`src/rtl/l2_fwd_in_unpacker.sv`:
```
// ----------------------------------------------------------------------------
// l2_fwd_in_unpacker
//
// Reassembles a forward-plane NoC packet arriving at an L2 into one complete
// forward message (coh_msg, req_id, addr, sparse line, word_mask).
// Packet layout: HEAD (coh_msg, req_id, word_mask), address flit, then one
// data flit per set bit of word_mask in ascending word order. The final flit
// of the packet carries the TAIL preamble, every flit between HEAD and the
// final one carries BODY. The finished message is held in a one-entry output
// register until the L2 takes it. Framing violations drop the flit, discard
// the partial message and set a sticky proto_err.
//
// Ports:
//   clk, rst        clock, asynchronous active-high reset
//   noc_valid/ready flit handshake; noc_data is {preamble, payload}
//   fwd_valid/ready message handshake to the L2 forward-input port
//   fwd_coh_msg     message type
//   fwd_req_id      requestor id
//   fwd_addr        line address
//   fwd_line        line data, word i at [i*WORD_W +: WORD_W], unmasked = 0
//   fwd_word_mask   valid words of fwd_line
//   proto_err       sticky framing error, cleared by err_clr
//   msg_cnt         delivered-message count (wraps)
// ----------------------------------------------------------------------------
module l2_fwd_in_unpacker #(
   parameter int NOC_W       = 66,
   parameter int MSG_W       = 5,
   parameter int CID_W       = 4,
   parameter int WORDS       = 4,
   parameter int WORD_W      = 64,
   parameter int LINE_ADDR_W = 27
) (
   input  logic                      clk,
   input  logic                      rst,
   input  logic                      noc_valid,
   output logic                      noc_ready,
   input  logic [NOC_W-1:0]          noc_data,
   output logic                      fwd_valid,
   input  logic                      fwd_ready,
   output logic [MSG_W-1:0]          fwd_coh_msg,
   output logic [CID_W-1:0]          fwd_req_id,
   output logic [LINE_ADDR_W-1:0]    fwd_addr,
   output logic [WORDS*WORD_W-1:0]   fwd_line,
   output logic [WORDS-1:0]          fwd_word_mask,
   output logic                      proto_err,
   input  logic                      err_clr,
   output logic [15:0]               msg_cnt
);

   localparam logic [1:0] PRE_HEAD = 2'b10;
   localparam logic [1:0] PRE_BODY = 2'b00;
   localparam logic [1:0] PRE_TAIL = 2'b01;

   localparam logic [1:0] S_IDLE = 2'd0;
   localparam logic [1:0] S_HDR  = 2'd1;
   localparam logic [1:0] S_DATA = 2'd2;
   localparam logic [1:0] S_OUT  = 2'd3;

   localparam logic [WORDS-1:0] ONE_W = WORDS'(1);

   localparam int COH_HI  = NOC_W - 3;
   localparam int RID_HI  = COH_HI - MSG_W;
   localparam int MASK_HI = RID_HI - CID_W;

   logic [1:0]             state;
   logic [MSG_W-1:0]       coh_msg_r;
   logic [CID_W-1:0]       req_id_r;
   logic [WORDS-1:0]       mask_r;
   logic [WORDS-1:0]       pending_r;
   logic [LINE_ADDR_W-1:0] addr_r;
   logic [WORDS*WORD_W-1:0] line_r;

   logic                   accept;
   logic [1:0]             pre;
   logic                   flit_err;
   logic [WORDS-1:0]       pending_rest;
   logic [WORDS-1:0]       pending_low;
   logic                   unused_bits;

   assign noc_ready = (state != S_OUT);
   assign fwd_valid = (state == S_OUT);
   assign accept    = noc_valid && noc_ready;
   assign pre       = noc_data[NOC_W-1 -: 2];

   // Pending mask with its lowest set bit removed, and that bit isolated.
   assign pending_rest = pending_r & (pending_r - ONE_W);
   assign pending_low  = pending_r & (~pending_r + ONE_W);

   // Payload bits beyond the decoded fields are intentionally ignored.
   assign unused_bits = ^noc_data;

   assign fwd_coh_msg   = coh_msg_r;
   assign fwd_req_id    = req_id_r;
   assign fwd_addr      = addr_r;
   assign fwd_line      = line_r;
   assign fwd_word_mask = mask_r;

   // Framing check: each state expects exactly one preamble. HEAD mid-message
   // and 2'b11 never match an expected code, so they fall out as errors too.
   always_comb begin
      flit_err = 1'b0;
      if (accept) begin
         case (state)
            S_IDLE:  flit_err = (pre != PRE_HEAD);
            S_HDR:   flit_err = (pre != ((mask_r == '0) ? PRE_TAIL : PRE_BODY));
            S_DATA:  flit_err = (pre != ((pending_rest == '0) ? PRE_TAIL : PRE_BODY));
            default: flit_err = 1'b0;
         endcase
      end
   end

   always_ff @(posedge clk or posedge rst) begin
      if (rst) begin
         state     <= S_IDLE;
         coh_msg_r <= '0;
         req_id_r  <= '0;
         mask_r    <= '0;
         pending_r <= '0;
         addr_r    <= '0;
         line_r    <= '0;
         msg_cnt   <= '0;
      end else if (flit_err) begin
         state <= S_IDLE;
      end else begin
         case (state)
            S_IDLE: begin
               if (accept) begin
                  coh_msg_r <= noc_data[COH_HI  -: MSG_W];
                  req_id_r  <= noc_data[RID_HI  -: CID_W];
                  mask_r    <= noc_data[MASK_HI -: WORDS];
                  line_r    <= '0;
                  state     <= S_HDR;
               end
            end
            S_HDR: begin
               if (accept) begin
                  addr_r    <= noc_data[LINE_ADDR_W-1:0];
                  pending_r <= mask_r;
                  state     <= (mask_r == '0) ? S_OUT : S_DATA;
               end
            end
            S_DATA: begin
               if (accept) begin
                  for (int i = 0; i < WORDS; i++) begin
                     if (pending_low[i])
                        line_r[i*WORD_W +: WORD_W] <= noc_data[WORD_W-1:0];
                  end
                  pending_r <= pending_rest;
                  if (pending_rest == '0)
                     state <= S_OUT;
               end
            end
            default: begin
               if (fwd_ready) begin
                  state   <= S_IDLE;
                  msg_cnt <= msg_cnt + 16'd1;
               end
            end
         endcase
      end
   end

   // A new error in the same cycle as err_clr wins.
   always_ff @(posedge clk or posedge rst) begin
      if (rst)
         proto_err <= 1'b0;
      else if (flit_err)
         proto_err <= 1'b1;
      else if (err_clr)
         proto_err <= 1'b0;
   end

endmodule
```
`config.mk`:
```
export PLATFORM = sky130hd
export DESIGN_NAME = l2_fwd_in_unpacker
export DESIGN_NICKNAME = d
export VERILOG_FILES = /design/src/rtl/l2_fwd_in_unpacker.sv
export SDC_FILE = /design/constraint.sdc
export NUM_CORES = 1
export LEC_CHECK = 0
export BUFFER_PORTS_ARGS = -buffer_cell sky130_fd_sc_hd__buf_2
export CAP_MARGIN = 5
export CORE_MARGIN = 2
export CORE_UTILIZATION = 29
export CTS_BUF_LIST = sky130_fd_sc_hd__clkbuf_16
export CTS_CLUSTER_DIAMETER = 40
export DETAILED_ROUTE_END_ITERATION = 6
export REMOVE_ABC_BUFFERS = 1
export SYNTH_ARGS = -nofsm -noshare
export SYNTH_HDL_FRONTEND = slang
export SYNTH_SLANG_ARGS = --single-unit
```
`constraint.sdc`:
```
create_clock -name clk -period 26.6 [get_ports clk]
set_clock_uncertainty 0.05 [all_clocks]
set_input_delay 7.98 -clock clk [delete_from_list [all_inputs] [get_ports clk]]
set_output_delay 7.98 -clock clk [all_outputs]
set_load 0.005 [all_outputs]
```
==> impl_metrics.json, run 1 <==
{
  "post_cts_buffers": 0,
  "clockPowerShare": 0.349,
  "avgViaCountPerCell": 4.57,
  "final.setup.tns_ps": 0,
  "status": "completed",
  "slew_viol_final": 0,
  "p_leak_nw": 9.09,
  "arrival_ps": 10820,
  "grt_overflow_total": 0,
  "slew_headroom": 0.316,
  "wl_per_cell_um": 19.3,
  "htree_levels": 2,
  "gr-usage-met1": 0.201,
  "ctsHoldBuffers": 0,
  "hold_depth": 1,
  "numCtsBuffers": 52,
  "synth-seq-cells": 319,
  "track_usage": 0.160,
  "worstMarginPinSlew_ps": 1030,
  "core_area_um2": 43000,
  "cts_tree": "built",
  "dpl_cell_area_um2": 15100,
  "dp_slack_ps": 15500,
  "dieHeight_um": 213,
  "power_mw": 1.97,
  "ioPinCount": 386,
  "hold_path_end": "msg_cnt[15]",
  "clk_latency_ps": 570,
  "synthCells": 838,
  "die_area_um2": 45200,
  "reg2reg_slack_ps": 22160,
  "async_flop_share": 1.00,
  "cts_resized": 0,
  "rr_worst_depth": 9,
  "placed_cells": 1773,
  "via_count": 8540,
  "die_width_um": 213,
  "seqPwrFrac": 0.381,
  "first_global_vias": 9205,
  "antenna_left": 0,
  "use_met3": 0.0568,
  "path_class": "in -> reg",
  "cts.sinks": 319,
  "yosysWarnings": 0,
  "holdCritStartpoint": "msg_cnt[15]",
  "synth-main-ff-cell": "dfrtp_1",
  "startpoint_type": "input pin",
  "peakVddDrop_mv": 0.0707,
  "hold_path.class": "reg -> reg",
  "maxCapViolations": 0,
  "grt_use_met2": 0.260,
  "drive_gt1_frac": 0.553,
  "ys_types": 46,
  "finalInstanceArea_um2": 16900,
  "finalCritPeriodShare": 0.392,
  "drt-pass1-iter-count": 4,
  "clk_pin_slew_worst_paths_ps": 50,
  "num_antenna_cells": 0,
  "internal-power_mw": 1.37,
  "end_kind": "flip-flop",
  "r2r_end": "fwd_line[126]",
  "instances_no_fill": 1869,
  "rows": 76,
  "p_sw_mw": 0.601,
  "combPwrFrac": 0.270,
  "drc": 0,
  "postSynthAreaPerCell_um2": 15.1,
  "syn-cell-area_um2": 12600,
  "critical_path_required_ps": 26990,
  "post-route-util": 0.394,
  "top_usage_layer": "met2",
  "cts_root_buffer": "clkbuf_16",
  "wl_mm": 36.2,
  "grt_pass1_wl_mm": 55.3,
  "timing.fmax_mhz": 95.8,
  "syn_to_final_growth_pct": 34.0,
  "fin_crit_ps": 10440,
  "switching_share": 0.305,
  "rsz0062_at_grt": "no",
  "crit_fanout": 50,
  "yosysSeqAreaShare": 0.632,
  "hpwl_mm": 23.7,
  "gp_congestion": 0.761,
  "synth_edf_count": 0,
  "powerDensity_nw_per_um2": 116,
  "antenna_found_initial": 2,
  "r2r_start": "state[0]",
  "initial_core_util": 0.294,
  "clockBufferDepth": 3,
  "drtIter0Drc": 503,
  "hold_viol": 0,
  "nets": 1319,
  "io_buffers": 385,
  "grt_max_degree": 107,
  "whs_ps": 413,
  "worst_slack_ps": 16160,
  "setup_viol": 0
}
==> per-layer routing <==
metal,wire length [um],up-vias
met4,726,2
met3,2960,49
met1,15300,4367
met2,17200,304
met5,11,-
li1,-,3818
==> cell usage in the layout (no fill, tap or decap), drive strengths merged, types with 2 or more instances in the layout <==
| cell type | synthesis | layout |
|---|---|---|
| ha | 6 | 6 |
| xor2 | 2 | 2 |
| and3 | 3 | 3 |
| and2 | 66 | 66 |
| nand2 | 13 | 13 |
| o311ai | 3 | 3 |
| a211oi | 3 | 3 |
| a22o | 64 | 64 |
| nor2 | 7 | 7 |
| clkinvlp | 0 | 4 |
| buf | 32 | 397 |
| o21ai | 6 | 6 |
| mux2 | 233 | 233 |
| dfrtp | 319 | 319 |
| clkbuf | 15 | 54 |
| mux2i | 2 | 2 |
| or2 | 2 | 2 |
| a211o | 2 | 2 |
| nand2b | 7 | 7 |
| or4b | 2 | 2 |
| xnor2 | 13 | 13 |
| inv | 9 | 28 |
| bufinv | 0 | 6 |
| nor3b | 2 | 2 |
| nand3 | 8 | 8 |
| nor3 | 2 | 2 |
| clkinv | 0 | 13 |
==> cell type report <==
class,count,area (um^2)
Clock buffer,54,1350
Clock inverter,42,447
Fill cell,4177,26100
Inverter,9,41.3
Multi-Input combinational cell,463,4350
Sequential cell,319,7980
Tap cell,585,732
Timing Repair Buffer,397,2020
==> cells by family after synthesis <==
family / synth area share
flip-flops: 0.632
XOR/XNOR: 0.0104
adder cells (fa/ha/maj): 0.00674
AO/OA/AOI/OAI: 0.0622
multiplexers: 0.209
AND/OR/NAND/NOR: 0.0540
buffers and inverters: 0.0250
==> critical path, stage by stage <==
cell	delay, ps
buf_2	120
nand2b_1	150
a211oi_1	280
mux2i_1	130
buf_4	220
nor3_4	730
buf_4	780
mux2_2	410
==> cell usage after synthesis (2+ instances only) <==
cell / instances / share of area
a211o_1: 2 / 0.0014
a211oi_4: 2 / 0.0032
a22o_1: 64 / 0.044
and2_1: 66 / 0.033
and3_1: 3 / 0.0015
buf_1: 8 / 0.0024
buf_2: 12 / 0.0048
buf_6: 12 / 0.011
clkbuf_1: 15 / 0.0045
dfrtp_1: 319 / 0.63
ha_1: 6 / 0.0059
inv_1: 9 / 0.0027
mux2_1: 18 / 0.016
mux2_2: 215 / 0.19
mux2i_1: 2 / 0.0016
nand2_1: 13 / 0.0039
nand2b_1: 7 / 0.0035
nand3_1: 8 / 0.0032
nor2_1: 7 / 0.0021
nor3b_1: 2 / 0.0012
o21ai_0: 6 / 0.0024
o311ai_0: 3 / 0.0021
or2_2: 2 / 0.00099
or4b_1: 2 / 0.0016
xnor2_1: 13 / 0.0090
xor2_1: 2 / 0.0014
==> power by group through the flow <==
stage | logic (mW) | clock network [mW] | registers (mW)
after floorplan | 0.242 | 0 | 0.766
after global placement | 0.537 | 0 | 0.750
after detailed placement | 0.544 | 0 | 0.757
after CTS | 0.545 | 0.706 | 0.752
after global routing | 0.583 | 0.727 | 0.775
final | 0.532 | 0.687 | 0.751
==> worst max path at each step <==
stage | slack, ps | to | cells after the start | from
floorplan | 9740 | fwd_addr[0] | 1 | rst
global placement | 15560 | fwd_line[115] | 8 | noc_data[65]
detailed placement | 15500 | fwd_line[98] | 8 | noc_data[65]
CTS | 16120 | fwd_line[126] | 8 | noc_data[65]
global route | 15860 | fwd_line[123] | 8 | noc_data[65]
finish | 16160 | fwd_line[126] | 8 | noc_data[65]
==> sequential cells by signal, indices dropped and copies added, names as in the netlist <==
signal and count:
fwd_line 256, fwd_coh_msg 5, state 2, msg_cnt 16
proto_err 1, fwd_word_mask 4, fwd_req_id 4, pending_r 4
fwd_addr 27
Note: power is estimated with default switching activity, not from simulation.
==> run 2: changes to the inputs <==
Clock period 26.6 ns to 9.75 ns, I/O delays scaled along.
==> run 2 against run 1 <==
Sequential share of layout area rose by 0.58 points. Global-route usage fell by 0.25 points. Register-to-register slack got worse by 17000 ps. Final area fell by 1.2%. Via count rose by 0.44%.
==> impl_metrics.json, run 2 (synthesis results as in run 1) <==
{
  "status": "completed",
  "grt_pass1_wl_mm": 54.8,
  "crit_fanout": 50,
  "slew_headroom": 0.267,
  "track_usage": 0.158,
  "cts_tree": "built",
  "nets": 1315,
  "largest_reg_flops": 256,
  "dp_slack_ps": 3670,
  "p_leak_nw": 8.99,
  "clk_latency_ps": 560,
  "slew_viol_final": 0,
  "drive_gt1_frac": 0.549,
  "syn_to_final_growth_pct": 32.4,
  "numCtsBuffers": 49,
  "via_count": 8578,
  "core_area_um2": 43000,
  "io_buffers": 385,
  "post-route-util": 0.389,
  "cpPeakStageDelay_ps": 770,
  "fin_crit_ps": 5390,
  "layout_common_cells": "buf_2, dfrtp_1, mux2_2",
  "htree_levels": 2,
  "wl_per_cell_um": 19.3,
  "avgViaCountPerCell": 4.61,
  "arrival_ps": 5760,
  "antenna_found_initial": 2,
  "peakVddDrop_mv": 0.175,
  "finalCritPeriodShare": 0.553,
  "layout_commonest_cell": "buf_2",
  "powerDensity_nw_per_um2": 311,
  "ctsHoldBuffers": 0,
  "drc": 0,
  "critical_path_required_ps": 10120,
  "die_area_um2": 45200,
  "rows": 76,
  "cts.sinks": 319,
  "fillers": 4201,
  "end_kind": "flip-flop",
  "grt_overflow_total": 0,
  "hpwl_mm": 23.4,
  "slowest_stage": "buf_4",
  "cp_common_cell": "buf_4",
  "dieHeight_um": 213,
  "antenna_left": 0,
  "drt-pass1-iter-count": 4,
  "first_global_vias": 9029,
  "gp_congestion": 0.765,
  "grt_max_degree": 128,
  "wl_mm": 36.0,
  "timing.fmax_mhz": 186,
  "worstMarginPinSlew_ps": 1100,
  "die_width_um": 213,
  "final.setup.tns_ps": 0,
  "rsz0062_at_grt": "no",
  "post_cts_buffers": 0,
  "clockBufferDepth": 3,
  "hold_path.class": "reg -> reg",
  "hold_viol": 0,
  "whs_ps": 423,
  "setup_viol": 0,
  "cts_root_buffer": "clkbuf_16",
  "maxCapViolations": 0,
  "worst_slack_ps": 4360,
  "clk_pin_slew_worst_paths_ps": 50,
  "path_class": "in -> reg",
  "cp_cell_sequence": "buf_2 > nand2b_1 > a211oi_1 > mux2i_1 > buf_4 > nor3_4 > buf_4 > mux2_2",
  "startpoint_type": "input pin",
  "initial_core_util": 0.294,
  "ioPinCount": 386,
  "drtIter0Drc": 558,
  "cts_resized": 0
}
-- run 2: cell types whose count changed in the layout (fill, tap and decap cells not counted), sizes merged --
cell,previous run,this run
clkbuf,54,49
inv,28,24
diode,0,2
buf,397,396
bufinv,6,5
clkinv,13,14
-- run 2: power by group --
group	total, mW	internal [mW]	switching [mW]
combinational	1.45	0.759	0.691
sequential	2.05	1.80	0.254
clock	1.69	1.05	0.641
-- run 2: cell type report --
| cell class | count | area, um^2 | share of cell area |
|---|---|---|---|
| diodes | 2 | 5.00 | 0.000299 |
| clock buffers | 49 | 1230 | 0.0734 |
| clock inverters | 38 | 355 | 0.0213 |
| inverters | 9 | 41.3 | 0.00247 |
| multi-input cells | 463 | 4350 | 0.260 |
| flip-flops and latches | 319 | 7980 | 0.478 |
| well taps | 585 | 732 | 0.0438 |
| repair buffers | 396 | 2020 | 0.121 |
-- run 2: per-layer routing --
layer	GRT usage	vias up	routed length [um]
li1	-	3804	-
met1	0.200	4380	14800
met2	0.254	337	17000
met3	0.0575	55	3490
met4	0.0415	2	695
met5	0	-	11
-- run 2: final timing paths --
check                              from  cells after the start  slack (ps)             to
min reg2reg                   proto_err                      1         420      proto_err
max                        noc_data[65]                      8        4360   fwd_line[73]
min in group asynchronous           rst                      2        2500   fwd_line[44]
min                           proto_err                      1         420      proto_err
max in group asynchronous           rst                      3        5600  fwd_line[189]
max reg2reg                    state[0]                      7        5340   fwd_line[73]
-- run 2: critical path: cells and delay by family --
kind	cells	cell delay (ps)
buffers and inverters	3	1090
and+or+nand+nor	2	850
muxes	2	540
AOI/OAI and AO/OA	1	320
-- run 2: metrics by stage --
step                      total power [mW]  instances  cell area [um^2]
final                                 5.19       1861             16700
after global routing                  5.50       1859             16700
after CTS                             5.28       1859             16700
after detailed placement              3.55       1772             15100
after global placement                3.51       1772             15100
after floorplan                       2.75        791             12300
